$ cat src/rtl/regs_pkg.sv
// Shared constants for the general-purpose register file.
// Address width and register count are fixed; only the data width is a parameter.
package regs_pkg;

    localparam int NUM_REGS   = 32;
    localparam int REG_ADDR_W = 5;

    localparam logic [REG_ADDR_W-1:0] ZERO_REG = '0;

endpackage

$ cat src/rtl/regs.sv
// 32-entry register file: one synchronous write port, two combinational read ports.
// Register 0 is hardwired to zero. Reads show stored state only; there is no bypass.
module regs
    import regs_pkg::*;
#(
    parameter int n = 8
) (
    input  logic                  clk,
    input  logic                  n_reset,
    input  logic                  w,
    input  logic [n-1:0]          w_data,
    input  logic [REG_ADDR_W-1:0] Rd,
    input  logic [REG_ADDR_W-1:0] Rs,
    output logic [n-1:0]          Rd_data,
    output logic [n-1:0]          Rs_data
);

    logic [n-1:0] gpr [NUM_REGS];

    // Reset wins over a coincident write; writes aimed at register 0 are dropped.
    always_ff @(posedge clk) begin
        if (n_reset) begin
            for (int i = 0; i < NUM_REGS; i++) begin
                gpr[i] <= '0;
            end
        end else if (w && (Rd != ZERO_REG)) begin
            gpr[Rd] <= w_data;
        end
    end

    assign Rd_data = gpr[Rd];
    assign Rs_data = gpr[Rs];

    a_zero_reg : assert property (@(posedge clk) disable iff (n_reset) gpr[ZERO_REG] == '0);

    // A register may only change when it is the target of an enabled write.
    for (genvar g = 0; g < NUM_REGS; g++) begin : g_hold
        a_hold : assert property (@(posedge clk)
            (!n_reset && (!w || (Rd != REG_ADDR_W'(g)))) |=> $stable(gpr[g]));
    end

endmodule

$ cat config.mk
export PLATFORM = sky130hd
export DESIGN_NAME = regs
export DESIGN_NICKNAME = d
export VERILOG_FILES = /design/src/rtl/regs_pkg.sv /design/src/rtl/regs.sv
export SDC_FILE = /design/constraint.sdc
export NUM_CORES = 1
export LEC_CHECK = 0
export ABC_AREA = 1
export BUFFER_PORTS_ARGS = -buffer_cell sky130_fd_sc_hd__buf_2
export CORE_UTILIZATION = 50
export CTS_BUF_LIST = sky130_fd_sc_hd__clkbuf_8
export DETAILED_ROUTE_END_ITERATION = 10
export GPL_ROUTABILITY_DRIVEN = 0
export HOLD_SLACK_MARGIN = 0.06
export PLACE_DENSITY = 0.66
export SLEW_MARGIN = 20
export SYNTH_ARGS = -nofsm -noshare
export SYNTH_HDL_FRONTEND = slang
export SYNTH_SLANG_ARGS = --single-unit
$ cat constraint.sdc
create_clock -name clk -period 2.2 [get_ports clk]
set_input_delay 0.44 -clock clk [delete_from_list [all_inputs] [get_ports clk]]
set_output_delay 0.44 -clock clk [all_outputs]
set_load 0.02 [all_outputs]
==> results.tsv <==
metric	value	unit
outcome	finished, violations left	
violations	negative setup slack	
setup_tns	-0.3956	ns
drv_slew	0	
synth-seq-area-share	55.17	%
grt_pass1_wl	73020	um
area_growth	24.59	%
fin_crit_sh	102.7	%
leakagePower	7.270	nW
cp.required	1.76	ns
slowest_delay	0.45	ns
stdcell_count	2258	
maxCapViolations	0	
whs	0.3302	ns
chipWidth	168.9	um
drt_iter0_drc	1812	
hp-class	input pin to register	
antenna_found_initial	2	
synth_top_area_share	55.17	%
largest_reg_flops	256	
multiInputGateArea	6073	sq um
ant_nets	0	
root_buffer	clkbuf_8	
rsz0062_at_grt	yes	
slew_headroom	62.57	%
cts_buffers	45	
synth_cell_types	16	
core_area	27180	sq um
finalCriticalPeriod	2.260	ns
syn_area	13930	sq um
cpMostUsedCell	nand2_1	
synthTopCellsByCount	nand2_1 (632), nand3_1 (321), nor2_1 (266)	
drive_gt1_share	21.64	%
cts_max_level	2	
dp_cells	2156	
clk_path_buf_depth	3	
hold_depth	2	
async_reset_ff_share	0	%
vias	13600	
fmax	442.4	MHz
regMostFlops	gpr	
overflow	0	
postSynthCellCount	1729	
synth_most_common_cell	nand2_1	
grt_usage	34.58	%
path_delay_family	simple AND/OR/NAND/NOR gates	
path_max_fanout	2	
tritoncts	done	
yosysWarnings	0	
remaining_drc_errors	0	
crit_buf_inv	1	
synth_edf_count	256	
cp_num_cells	9	
drt_first_pass_iters	7	
grt_pass1_vias	12350	
top_regs	gpr: 256 flops	
avgRoutedWirePerCell	21.70	um
clkSlewWorstSetupHoldPaths	0.06	ns
avgSynthCellArea	8.059	sq um
ys_top_cells_by_area	edfxtp_1 (55%), nand2_1 (17%), nand3_1 (12%)	
clock_sinks	256	
start_util	51.27	%
ys.flop_type	edfxtp_1	
grt_start_max_net_pins	65	
min_from	n_reset	
endpoint_kind	output pin	
critPathKind	register to output pin	
dpl.hpwl	32530	um
die_area	28540	sq um
cp_slowest_cell	edfxtp_1	
crit_chain	nand2_1, nand3_1, nand3_2, nand2_1, nand2_1, nand2_1, nand2_1, nand2_2, buf_6	
seqCellArea	7687	sq um
yosysTopAreaCell	edfxtp_1	
fin_nets	1876	
row_count	60	
finalHoldViolCount	0	
utilization	63.88	%
max-vdd-ir-drop	0.4857	mV
tightest_slew	0.5601	ns
fin_ws	-0.06018	ns
totalWireLength	49010	um
synth-seq-cells	256	
setup_viol	14	
dieHeight	168.9	um
ios	37	
io_buffers	36	
powerDensity	694.9	nW/um^2
cp-start-kind	register	
holdPathEnd	gpr[0][5]	
nFillCells	2288	
crit_arrival	1.82	ns
total_power	0.01206	W
viasPerCell	6.022	
routing by layer:
layer / track usage [%] / routed length, um / up-vias
met5: 0 / 9 / -
met4: 16.13 / 2482 / 2
met3: 8.440 / 6625 / 184
met2: 52.05 / 21340 / 1105
met1: 47.16 / 18550 / 6248
li1: - / - / 6059
worst max path at each step:
stage	to	slack (ns)	startpoint
5_1_grt	Rd_data[1]	-0.13	gpr[23][1]
3_3_place_gp	Rd_data[3]	-0.21	Rd[1]
6_report	Rs_data[2]	-0.06	gpr[11][2]
3_5_place_dp	Rd_data[4]	-0.22	Rd[1]
2_1_floorplan	Rd_data[0]	0.21	Rd[0]
4_1_cts	Rd_data[4]	-0.06	gpr[11][4]
power by group:
group / switching (W) / leakage [nW] / internal [W] / total, W
logic: 0.00123 / 4.34 / 0.000711 / 0.00194
registers: 0.000196 / 2.44 / 0.00564 / 0.00584
clock network: 0.00197 / 0.489 / 0.00232 / 0.00428
total: 0.00339 / 7.27 / 0.00867 / 0.0121
cell families (layout without fill, tap and decap cells):
family                 after synthesis  count (layout)  synth area share (%)
and+or+nand+nor                   1318            1318                 40.21
other                                1               9               0.02691
DFF                                256             256                 55.17
AOI/OAI and AO/OA                    1               1               0.08978
buffers and inverters              153             302                 4.499
area by class of cell:
cell class	count	share of cell area (%)
timing repair buffer	203	12.61
clock inverter	30	1.160
clock buffer	47	3.726
tap	372	2.681
sequential	256	44.28
multi-input combinational	1327	34.99
inverter	22	0.5334
antenna	1	0.01442
repair_timing:
item                       4_1_cts  5_1_grt
gates resized for setup         95       74
hold buffers                     0        0
setup endpoints to repair       16       16
buffers inserted                17        2
pin swaps                       59       72
gates cloned                     5        0
placed cells by master (no fill, tap or decap), types with 2 or more instances in the layout:
cell       synthesis  final
inv_1             18     32
nand2_1          632    564
nor2_2             0      5
clkinv_2           0      5
inv_2              4      3
edfxtp_1         256    256
buf_4              1    120
buf_6              0     20
nand3_1          321    286
bufinv_16          0      3
clkbuf_8           0     47
conb_1             1      8
nor2_4             3      9
clkinv_1           0      6
buf_2             39     17
buf_16             0      5
buf_12             0     38
nand3_2            0     35
nand2_2           24     89
nand4_1           65     65
nor2_1           266    255
nor3_2             0      2
bufbuf_16          0      2
nand2_4            0      3
nor3_1             7      5
through the flow:
step	worst slack [ns]	area (sq um)
after floorplan	0.2108	13960
final	-0.06018	17360
after global routing	-0.1293	17360
after global placement	-0.2092	15640
after CTS	-0.05967	17070
after detailed placement	-0.2166	15640
No activity file was read; power rests on OpenSTA's default activity.
